--- src/rtl/stream_mux_nto1.sv ---
// N-to-1 valid/ready stream multiplexer with fixed-select or round-robin arbitration
// and a single registered output stage. Define STREAM_MUX_LOCK_EN to add packet locking.
module stream_mux_nto1 #(
  parameter int NUM_CH = 4,
  parameter int WIDTH  = 8,
  localparam int SEL_W = (NUM_CH > 1) ? $clog2(NUM_CH) : 1
) (
  input  logic                    clk_i,
  input  logic                    rst_i,
  input  logic                    mode_i,
  input  logic [SEL_W-1:0]        sel_i,
  input  logic [NUM_CH*WIDTH-1:0] data_i,
  input  logic [NUM_CH-1:0]       valid_i,
  output logic [NUM_CH-1:0]       ready_o,
`ifdef STREAM_MUX_LOCK_EN
  input  logic [NUM_CH-1:0]       last_i,
  output logic                    last_o,
`endif
  output logic [WIDTH-1:0]        data_o,
  output logic                    valid_o,
  input  logic                    ready_i,
  output logic [SEL_W-1:0]        chan_o,
  output logic [SEL_W-1:0]        dbg_ptr,
  output logic                    dbg_locked
);

  // Handshake: a beat moves on any port in a cycle where valid and ready are both
  // high at the rising edge; a producer holds data stable while valid && !ready.

  logic [SEL_W-1:0] ptr;
  logic [SEL_W-1:0] rr_gnt;
  logic             rr_vld;
  logic             fixed_vld;
  logic [SEL_W-1:0] gnt;
  logic             gnt_vld;
  logic             out_free;
  logic             accept;
  logic [WIDTH-1:0] gnt_data;

  function automatic logic [SEL_W-1:0] wrap_idx(input logic [SEL_W-1:0] base, input int k);
    int s;
    s = int'(base) + k;
    if (s >= NUM_CH) s = s - NUM_CH;
    return SEL_W'(s);
  endfunction

  // Round-robin search starts at ptr and wraps, so the last winner gets lowest priority.
  always_comb begin
    rr_vld = 1'b0;
    rr_gnt = '0;
    for (int k = 0; k < NUM_CH; k++) begin
      if (!rr_vld && valid_i[wrap_idx(ptr, k)]) begin
        rr_vld = 1'b1;
        rr_gnt = wrap_idx(ptr, k);
      end
    end
  end

  assign fixed_vld = (int'(sel_i) < NUM_CH);
  assign out_free  = !valid_o || ready_i;

`ifdef STREAM_MUX_LOCK_EN
  typedef enum logic {ST_IDLE, ST_LOCKED} state_t;

  state_t           state;
  logic [SEL_W-1:0] lock_ch;
  logic             gnt_last;

  always_comb begin
    if (state == ST_LOCKED) begin
      gnt     = lock_ch;
      gnt_vld = 1'b1;
    end else if (mode_i) begin
      gnt     = rr_gnt;
      gnt_vld = rr_vld;
    end else begin
      gnt     = sel_i;
      gnt_vld = fixed_vld;
    end
  end

  always_comb begin
    gnt_last = 1'b0;
    for (int c = 0; c < NUM_CH; c++) begin
      if (gnt == SEL_W'(c)) gnt_last = last_i[c];
    end
  end

  // Packet lock: a beat without last pins the grant to its channel until last arrives.
  always_ff @(posedge clk_i or posedge rst_i) begin
    if (rst_i) begin
      state   <= ST_IDLE;
      lock_ch <= '0;
    end else if (accept) begin
      case (state)
        ST_IDLE: begin
          if (!gnt_last) begin
            state   <= ST_LOCKED;
            lock_ch <= gnt;
          end
        end
        ST_LOCKED: begin
          if (gnt_last) state <= ST_IDLE;
        end
        default: state <= ST_IDLE;
      endcase
    end
  end

  assign dbg_locked = (state == ST_LOCKED);
`else
  always_comb begin
    if (mode_i) begin
      gnt     = rr_gnt;
      gnt_vld = rr_vld;
    end else begin
      gnt     = sel_i;
      gnt_vld = fixed_vld;
    end
  end

  assign dbg_locked = 1'b0;
`endif

  // In fixed mode ready_o depends on sel_i and the output stage only, never on valid_i.
  always_comb begin
    ready_o  = '0;
    gnt_data = '0;
    for (int c = 0; c < NUM_CH; c++) begin
      if (gnt == SEL_W'(c)) begin
        ready_o[c] = gnt_vld && out_free;
        gnt_data   = data_i[c*WIDTH +: WIDTH];
      end
    end
  end

  assign accept = |(valid_i & ready_o);

  always_ff @(posedge clk_i or posedge rst_i) begin
    if (rst_i) begin
      valid_o <= 1'b0;
      data_o  <= '0;
      chan_o  <= '0;
      ptr     <= '0;
`ifdef STREAM_MUX_LOCK_EN
      last_o  <= 1'b0;
`endif
    end else begin
      if (accept) begin
        valid_o <= 1'b1;
        data_o  <= gnt_data;
        chan_o  <= gnt;
`ifdef STREAM_MUX_LOCK_EN
        last_o  <= gnt_last;
`endif
        if (mode_i) begin
          ptr <= (gnt == SEL_W'(NUM_CH - 1)) ? '0 : gnt + SEL_W'(1);
        end
      end else if (ready_i) begin
        valid_o <= 1'b0;
      end
    end
  end

  assign dbg_ptr = ptr;

endmodule

--- config.mk ---
export PLATFORM = sky130hd
export DESIGN_NAME = stream_mux_nto1
export DESIGN_NICKNAME = d
export VERILOG_FILES = /design/src/rtl/stream_mux_nto1.sv
export SDC_FILE = /design/constraint.sdc
export NUM_CORES = 1
export LEC_CHECK = 0
export BUFFER_PORTS_ARGS = -buffer_cell sky130_fd_sc_hd__buf_2
export CAP_MARGIN = 20
export CORE_ASPECT_RATIO = 0.8
export CORE_MARGIN = 10
export CORE_UTILIZATION = 43
export CTS_BUF_LIST = sky130_fd_sc_hd__clkbuf_4 sky130_fd_sc_hd__clkbuf_8 sky130_fd_sc_hd__clkbuf_16
export DETAILED_ROUTE_END_ITERATION = 6
export PLACE_DENSITY = 0.83
export SLEW_MARGIN = 20
export SYNTH_ARGS = -nofsm -noshare
export SYNTH_HDL_FRONTEND = slang
export SYNTH_SLANG_ARGS = --single-unit
--- constraint.sdc ---
create_clock -name clk_i -period 6.75 [get_ports clk_i]
set_input_delay 0 -clock clk_i [delete_from_list [all_inputs] [get_ports clk_i]]
set_output_delay 0 -clock clk_i [all_outputs]
set_load 0.02 [all_outputs]
==> qor.yml, run 1 <==
status: "finished clean"
num_vias: 1242
cts_resized: 0
syn_to_final_growth_pct: 32.0
yosysSeqAreaShare_pct: 28.4
dieArea_mm2: 0.00514
die_x_um: 77.7
drtPass1Iterations: 4
tritoncts: "built"
antenna_found_initial: 0
hold_ws_ps: 75.5
ios: 60
met3_length_um: 259
port_buffers: 58
die_h_um: 66.2
grt_pass1_vias: 1236
final_util_pct: 60.4
grt_pass1_wl_um: 5870
ys_warn_count: 0
startpoint: "dbg_ptr[0]"
nets: 239
synthCells: 133
start_kind: "flop"
crit_fanout: 24
rrSetupSlack_ps: 3550
clk_path_buf_depth: 2
place_congestion: 0.881
finalCritPeriodShare_pct: 47.4
drt_iter0_markers: 84
core.rowCount: 16
tightest_slew_ps: 572
clock-sinks: 13
cts_root_buf: "clkbuf_4"
setup_viol: 0
overflow: 0
worst-setup-path-type: "reg2reg"
required_ps: 6910
skew_ps: 10.7
worstPathArrival_ps: 3360
timing.fmax_mhz: 313
cp-end-kind: "flop"
reg2reg_from: "dbg_ptr[0]"
max-vdd-ir-drop_v: 0.000122
fin_crit_ps: 3200
final_max_slew_viol_count: 0
wl_per_cell_um: 16.7
final_cell_mix: "58 x buf_2, 13 x dfrtp_1, 11 x inv_1, 11 x nor2_1, 10 x nand2_1"
synth_area_per_cell_um2: 8.61
power_leakage_nw: 0.734
endpoint: "dbg_ptr[1]"
power_density_mw_per_mm2: 345
synthArstFlopShare_pct: 100
met2_length_um: 2030
antenna_cells: 0
synth_ff_type: "dfrtp_1"
clk_latency_ps: 280
postRouteAntennaNets: 0
syn_area_mm2: 0.00114
r2r-end: "dbg_ptr[1]"
total_power_mw: 0.521
hold_viol: 0
drc_errors: 0
initial_utilization_pct: 45.7
synth_edf_count: 0
grt_start_max_net_pins: 25
synth-seq-cells: 13
htreeDepth: 1
cts_buffers: 3
hold_class: "in2reg"
grt.total_usage_pct: 13.9
clk_pin_slew_ps: 90
core_mm2: 0.00250
layout_commonest_cell: "buf_2"
synth_nets: 179
viasPerCell: 5.45
synth.distinct_cells: 41
tns_ps: 0
drive_gt1_share_pct: 39.1
dp_hpwl_um: 3000
wl_um: 3810
maxSlewHeadroom_pct: 61.9
top_layer_used: "met4"
rsz0062_at_grt: "no"
routedLengthMet1_um: 1460
maxCapViolCount: 0
r2r_cells: 10
[metal layers]
metal / global-route usage, % / vias to the layer above
li1: - / 602
met2: 24.6 / 55
met3: 2.72 / 6
met1: 16.3 / 579
met4: 5.23 / 0
met5: 0 / -
[cell families (layout without fill, tap and decap cells)]
logic type / Yosys count / count (layout) / synth area share (%)
compound gates: 44 / 44 / 29.1
simple gates: 44 / 44 / 21.2
buf+inv: 23 / 82 / 11.1
flops: 13 / 13 / 28.4
fa+ha+maj: 4 / 4 / 4.37
mux: 4 / 4 / 5.46
other cells: 1 / 1 / 0.328
[final cells by class]
cell class                 instances  area [µm²]
clock buffer                       4        30.0
fill                             234         991
inverter                          11        41.3
multi-input combinational         97         692
sequential                        13         325
tap                               36        45.0
timing repair buffer              67         378
[how the worst min path moves through the flow]
stage / end / start / cells past startpoint
floorplan: chan_o[0] / rst_i / 1
global placement: data_o[3] / rst_i / 2
detailed placement: data_o[3] / rst_i / 2
CTS: dbg_ptr[0] / mode_i / 2
global route: dbg_ptr[0] / mode_i / 2
finish: data_o[0] / data_i[24] / 4
[repair_timing]
| item | in CTS | in global routing |
|---|---|---|
| setup buffers | 0 | 0 |
| hold endpoints to repair | 20 | 0 |
| hold buffers | 8 | 0 |
[worst max-delay path: stages (launching register included)]
cell and delay, ps:
dfrtp_1 500, and2b_2 260, o21ai_0 430, a21oi_4 110, o22ai_1 220, ha_1 550
a22oi_1 180, a21oi_1 190, buf_4 260, nand2_1 90, mux2_2 280
[state kept, by name, summed over array words and instances, names as in the netlist]
register / cells
data_o: 8
dbg_ptr: 2
valid_o: 1
chan_o: 2
[stage by stage]
step | setup WS [ps] | cell area (µm²) | instances
after global routing | 3290 | 1510 | 228
after detailed placement | 3600 | 1400 | 216
after CTS | 3590 | 1510 | 228
final | 3550 | 1510 | 228
after floorplan | 3930 | 1140 | 133
after global placement | 3790 | 1400 | 216
[cells in the mapped netlist (all sizes together) (3+ instances only)]
| master | number | area (µm²) |
|---|---|---|
| dfrtp | 13 | 325 |
| inv | 11 | 41.3 |
| nor2 | 11 | 41.3 |
| nand2 | 10 | 37.5 |
| a31oi | 8 | 50.1 |
| buf | 8 | 61.3 |
| a211o | 7 | 61.3 |
| a221oi | 7 | 61.3 |
| nor2b | 6 | 37.5 |
| a21oi | 5 | 40.0 |
| o21ai | 5 | 25.0 |
| clkbuf | 4 | 25.0 |
| ha | 4 | 50.1 |
| nor3b | 4 | 30.0 |
| and2b | 3 | 26.3 |
| or2 | 3 | 18.8 |
[report_power, final]
| group | total, mW | leakage, nW | switching [mW] | internal (mW) |
|---|---|---|---|---|
| Sequential | 0.152 | 0.149 | 0.0347 | 0.117 |
| Clock | 0.0525 | 0.0184 | 0.0256 | 0.0269 |
| Combinational | 0.317 | 0.567 | 0.186 | 0.130 |
| Total | 0.521 | 0.734 | 0.247 | 0.274 |
(Power assumes the default switching activity.)
==> run 2: changes to the inputs <==
- ABC_AREA: default -> 1
- CORE_UTILIZATION: 43 -> 41
- PLACE_DENSITY: 0.83 -> 0.82
- clock period: 6.75 -> 2.8 ns (I/O delays scaled with it)
==> qor.yml, run 2 <==
grt.total_usage_pct: 12.2  # -1.8 points
routedLengthMet1_um: 1730  # +18%
drc_errors: 0  # unchanged
dp_hpwl_um: 2970  # -1.1%
dieArea_mm2: 0.00555  # +7.9%
synthArstFlopShare_pct: 100  # unchanged
worst-setup-path-type: "reg2reg"
largest_reg_flops: 8  # unchanged
rrSetupSlack_ps: 7  # -3540 ps
place_congestion: 0.900  # +2.2%
total_power_mw: 1.91  # +270%
grt_pass1_vias: 1244  # +0.65%
wl_per_cell_um: 13.3  # -20%
cp_slowest_cell: "dfrtp_2"
status: "finished clean"
wl_um: 3930  # +3.2%
top_layer_used: "met4"
fillers: 273  # +17%
setup_viol: 0  # unchanged
ys_warn_count: 0  # unchanged
holdPathEnd: "data_o[1]"
slowest_delay_ps: 420  # -130 ps
synth-seq-cells: 13  # unchanged
initial_utilization_pct: 43.5  # -2.2 points
layout_commonest_cell: "nand2_1"
hold_viol: 0  # unchanged
met3_length_um: 341  # +32%
synth.area.top_cells: "dfrtp_1 27%, nand2_1 24%, o21ai_0 8.3%"
core_mm2: 0.00279  # +11%
grt_pass1_wl_um: 5530  # -5.8%
finalCritPeriodShare_pct: 99.8  # +52 points
cp_cell_sequence: "buf_12 > inv_6 > nand2_2 > and2_1 > o21ai_2 > nand3_2 > o21ai_1 > inv_1 > o21ai_1 > nand2_1 > buf_4 > ha_1 > nand4_1 > nand2_2 > inv_1 > nand2_2 > nand2_1 > nand2_1"
cp-end-kind: "flop"
num_vias: 1433  # +15%
clock-sinks: 13  # unchanged
antenna_found_initial: 0  # unchanged
holdCritStartpoint: "data_i[25]"
syn_to_final_growth_pct: 37.0
nets: 304  # +27%
max-vdd-ir-drop_v: 0.000557  # +360%
cts_root_buf: "clkbuf_8"
reg2reg_from: "dbg_ptr[0]"
hold_class: "in2reg"
clk_path_buf_depth: 2  # unchanged
synth.distinct_cells: 25  # -39%
required_ps: 2930  # -3980 ps
fin_crit_ps: 2790  # -406 ps
final_util_pct: 59.6  # -0.77 points
maxCapViolCount: 0  # unchanged
power_leakage_nw: 0.953  # +30%
final_cell_mix: "77 x nand2_1, 58 x buf_2, 16 x o21ai_0"
timing.fmax_mhz: 358  # +15%
final_max_slew_viol_count: 0  # unchanged
power_density_mw_per_mm2: 1150  # +230%
dp_cells: 283  # +31%
clk_pin_slew_ps: 50  # -40 ps
crit_buf_inv: 5  # +4
synthCells: 192  # +44%
drt_iter0_markers: 155  # +85%
tritoncts: "built"
synth_ff_type: "dfrtp_1"
synth_top_area_share_pct: 26.8  # -1.6 points
yosysSeqAreaShare_pct: 26.8  # -1.6 points
hold_depth: 5  # +1
viasPerCell: 4.86  # -11%
die_x_um: 80.8  # +4.0%
synth_common_cells: "77 x nand2_1, 20 x o21ai_0, 17 x inv_1"
crit_family: "simple AND/OR/NAND/NOR gates"
drtPass1Iterations: 4  # unchanged
met2_length_um: 1790  # -12%
worstPathArrival_ps: 2930  # -430 ps
core.rowCount: 17  # +1
synth_nets: 238  # +33%
r2r-end: "data_o[3]"
hold_ws_ps: 60.3  # -15.2 ps
synth_edf_count: 0  # unchanged
grt_start_max_net_pins: 18  # -28%
drive_gt1_share_pct: 38.1  # -0.93 points
crit_fanout: 6  # -75%
r2r_cells: 18  # +8
cts_buffers: 3  # unchanged
overflow: 0  # unchanged
antenna_cells: 0  # unchanged
clk_latency_ps: 240  # -40 ps
largest_register: "data_o"
port_buffers: 58  # unchanged
start_kind: "flop"
syn_area_mm2: 0.00121  # +5.9%
synth_area_per_cell_um2: 6.31  # -27%
die_h_um: 68.6  # +3.8%
fin_cells: 295  # +29%
ios: 60  # unchanged
htreeDepth: 1  # unchanged
yosysMostFrequentCell: "nand2_1"
postRouteAntennaNets: 0  # unchanged
skew_ps: 2.13  # -8.54 ps
synth_top_area_cell: "dfrtp_1"
## run 2: cell types whose count changed after synthesis, sizes merged, moves of 6 or more
| cell | change |
|---|---|
| o21ai | +18 |
| a211o | -7 |
| inv | +8 |
| a221oi | -7 |
| nor2b | -6 |
| a31oi | -8 |
| nand2 | +75 |
| nand3 | +15 |
## run 2: repair_timing
item	CTS	global route
endpoints found under the hold margin	13	0
resized for setup	1	15
hold buffers	1	0
setup endpoints to repair	1	15
buffers inserted	0	5
pin swaps	0	6
cloned	0	2
## run 2: worst max path at each step
stage | start | cells past startpoint | slack (ps) | to
4_1_cts | dbg_ptr[0] | 19 | 90 | dbg_ptr[0]
2_1_floorplan | dbg_ptr[0] | 20 | 50 | data_o[0]
3_3_place_gp | dbg_ptr[0] | 18 | 90 | dbg_ptr[0]
5_1_grt | dbg_ptr[0] | 19 | -160 | dbg_ptr[0]
6_report | dbg_ptr[0] | 18 | 7 | data_o[3]
3_5_place_dp | dbg_ptr[0] | 18 | 20 | dbg_ptr[0]
## run 2: tightest hold or removal path: stages
cell,delay [ps]
buf_2,70
nand2_1,40
o21ai_0,60
nand2_1,50
nand2_1,50
## run 2: area by class of cell
| cell class | instances | area, µm² | area share, % |
|---|---|---|---|
| Multi-Input combinational cell | 152 | 776 | 46.7 |
| Timing Repair Buffer | 68 | 382 | 23.0 |
| Sequential cell | 13 | 328 | 19.7 |
| Inverter | 20 | 80.1 | 4.82 |
| Clock buffer | 4 | 48.8 | 2.94 |
| Tap cell | 38 | 47.5 | 2.86 |
## run 2: per-layer routing
metal,up-vias,global-route usage (%)
met1,626,16.3
met4,0,6.47
met2,61,17.7
met5,-,0
met3,5,2.97
li1,741,-
## run 2: per-stage QoR
step | area (µm²) | setup slack, ps | TNS, ps
final | 1660 | 6.79 | 0
after global routing | 1660 | -157 | -1520
after CTS | 1570 | 87.7 | 0
after detailed placement | 1510 | 19.1 | 0
after global placement | 1510 | 91.9 | 0
after floorplan | 1210 | 45.4 | 0
## run 2: power by group
group	internal, mW	switching (mW)	total, mW
combinational	0.503	0.896	1.40
clock	0.110	0.0657	0.176
sequential	0.278	0.0553	0.334
## run 2: cell families after synthesis
group	count (synthesis)	synth area share (%)
AND/OR/NAND/NOR	112	41.8
AO/OA/AOI/OAI	33	14.4
buffers and inverters	29	12.5
flip-flops	13	26.8
adder cells (fa/ha/maj)	4	4.13
other	1	0.309
==> run 3: changes to the inputs <==
- BUFFER_PORTS_ARGS: -buffer_cell sky130_fd_sc_hd__buf_2 -> default
- CORE_UTILIZATION: 41 -> 43
- DONT_BUFFER_PORTS: default -> 1
- PLACE_DENSITY: 0.82 -> 0.66
==> qor.yml, run 3 (same netlist as run 2, synthesis figures left out) <==
status: "finished clean"
rrSetupSlack_ps: 250  # +240 ps
initial_utilization_pct: 44.5  # +1.0 points
clk_pin_slew_ps: 80  # +30 ps
setup_slack_ps: 226  # +219 ps
start_kind: "flop"
final_max_slew_viol_count: 0  # unchanged
cts_root_buf: "clkbuf_4"
grt_pass1_vias: 1247  # +0.24%
rsz0062_at_grt: "no"
fin_crit_ps: 2570  # -219 ps
drive_gt1_share_pct: 19.9  # -18 points
hold_class: "in2reg"
dieArea_mm2: 0.00536  # -3.4%
hold_viol: 0  # unchanged
dp_hpwl_um: 2910  # -2.0%
clkPwrFrac_pct: 6.5  # -2.7 points
grt_pass1_wl_um: 5860  # +6.0%
cp-end-kind: "output port"
place_ws_ps: 22.4  # +3.29 ps
clock-sinks: 13  # unchanged
power_switching_mw: 0.964  # -5.3%
clk_latency_ps: 270  # +30 ps
syn_to_final_growth_pct: 18.8
nets: 253  # -17%
finalCritPeriodShare_pct: 91.9  # -7.8 points
cts_buffers: 3  # unchanged
drt_iter0_markers: 55  # -65%
p_sw_share_pct: 56.8  # +3.4 points
fillers: 301  # +10%
skew_ps: 3.66  # +1.53 ps
power_density_mw_per_mm2: 1180  # +2.6%
p_int_mw: 0.734  # -18%
tritoncts: "built"
drtPass1Iterations: 4  # unchanged
hold_ws_ps: 25.2  # -35.1 ps
max-vdd-ir-drop_v: 0.000473  # -15%
pwr-share-seq_pct: 26.0  # +8.5 points
core_mm2: 0.00272  # -2.3%
worstPathArrival_ps: 2570  # -360 ps
worst-setup-path-type: "reg2out"
postRouteAntennaNets: 0  # unchanged
maxCapViolCount: 0  # unchanged
final_cell_mix: "77 x nand2_1, 17 x o21ai_0, 14 x inv_1"
largest_register: "data_o"
core.rowCount: 17  # unchanged
largest_reg_flops: 8  # unchanged
place_congestion: 0.805  # -11%
required_ps: 2800  # -130 ps
drc_errors: 0  # unchanged
antenna_found_initial: 0  # unchanged
ios: 60  # unchanged
timing.fmax_mhz: 388  # +8.5%
grt.total_usage_pct: 13.4  # +1.3 points
r2r-end: "data_o[4]"
tns_ps: 0  # unchanged
crit_fanout: 17  # +11
wl_per_cell_um: 14.9  # +11%
htreeDepth: 1  # unchanged
setup_viol: 0  # unchanged
grt_start_max_net_pins: 18  # unchanged
viasPerCell: 5.20  # +7.0%
overflow: 0  # unchanged
layout_commonest_cell: "nand2_1"
die_x_um: 79.4  # -1.8%
hold_depth: 3  # -2
r2r_cells: 19  # +1
num_vias: 1268  # -12%
multi_input_area_um2: 782  # +0.81%
antenna_cells: 0  # unchanged
die_h_um: 67.5  # -1.7%
power_leakage_nw: 0.722  # -24%
holdCritStartpoint: "ready_i"
final-seq-area_um2: 328  # unchanged
port_buffers: 0  # -100%
wl_um: 3620  # -7.8%
holdPathEnd: "valid_o"
clk_path_buf_depth: 2  # unchanged
comb_power_share_pct: 67.5  # -5.8 points
reg2reg_from: "dbg_ptr[0]"
-- run 3: worst max-delay path by stage --
stage / start / endpoint / slack [ps] / cells past startpoint
final: dbg_ptr[0] / ready_o[3] / 230 / 14
after global routing: dbg_ptr[0] / data_o[5] / 4 / 18
after CTS: dbg_ptr[0] / data_o[2] / 50 / 18
after detailed placement: dbg_ptr[0] / dbg_ptr[0] / 20 / 17
after global placement: dbg_ptr[0] / dbg_ptr[0] / 140 / 18
after floorplan: dbg_ptr[0] / data_o[0] / 50 / 20
-- run 3: timing repair --
item | CTS | global route
hold buffers | 11 | 0
endpoints found under the hold margin | 24 | 0
pin swaps | 0 | 5
gates resized for setup | 1 | 18
gates cloned | 0 | 1
setup buffers | 0 | 1
endpoints found under the setup margin | 1 | 17
-- run 3: per-layer routing --
metal / wire length, µm / part of all wire, % / GRT usage (%) / vias up
li1: - / - / - / 637
met1: 1440 / 40 / 14.9 / 568
met2: 1760 / 49 / 22.8 / 61
met3: 398 / 11 / 6.50 / 2
met4: 25 / 0.69 / 3.35 / 0
met5: 0 / 0 / 0 / -
-- run 3: area by class of cell --
cell class	count	share of cell area, %
repair inverters	1	0.348
flip-flops and latches	13	22.8
multi-input cells	150	54.3
inverters	20	5.82
repair buffers	18	11.6
clock inverters	1	0.348
clock buffers	3	1.56
well taps	38	3.30
-- run 3: critical path, stage by stage, from the launching register on --
cell	delay (ps)
dfrtp_2	480
inv_6	90
nand2_1	70
nand3_1	90
nand2_1	120
nor2_4	150
nand2_1	90
o21ai_0	130
o21ai_0	90
nand2_1	170
buf_4	140
ha_1	170
buf_4	210
inv_1	70
nor2_2	250
-- run 3: metrics by stage --
stage | instances | util [%] | cell area [µm²] | total power, mW
floorplan | 192 | - | 1210 | 1.29
global placement | 227 | 45.3 | 1230 | 1.44
detailed placement | 227 | 45.3 | 1230 | 1.47
CTS | 242 | 50.5 | 1370 | 1.60
global route | 244 | 52.9 | 1440 | 1.89
finish | 244 | 52.9 | 1440 | 1.70
-- run 3: power by group through the flow --
stage	Clock (mW)	Combinational (mW)	Sequential (mW)
floorplan	0	0.864	0.427
global placement	0	0.998	0.445
detailed placement	0	1.03	0.445
CTS	0.116	1.05	0.442
global route	0.128	1.31	0.456
finish	0.111	1.15	0.441
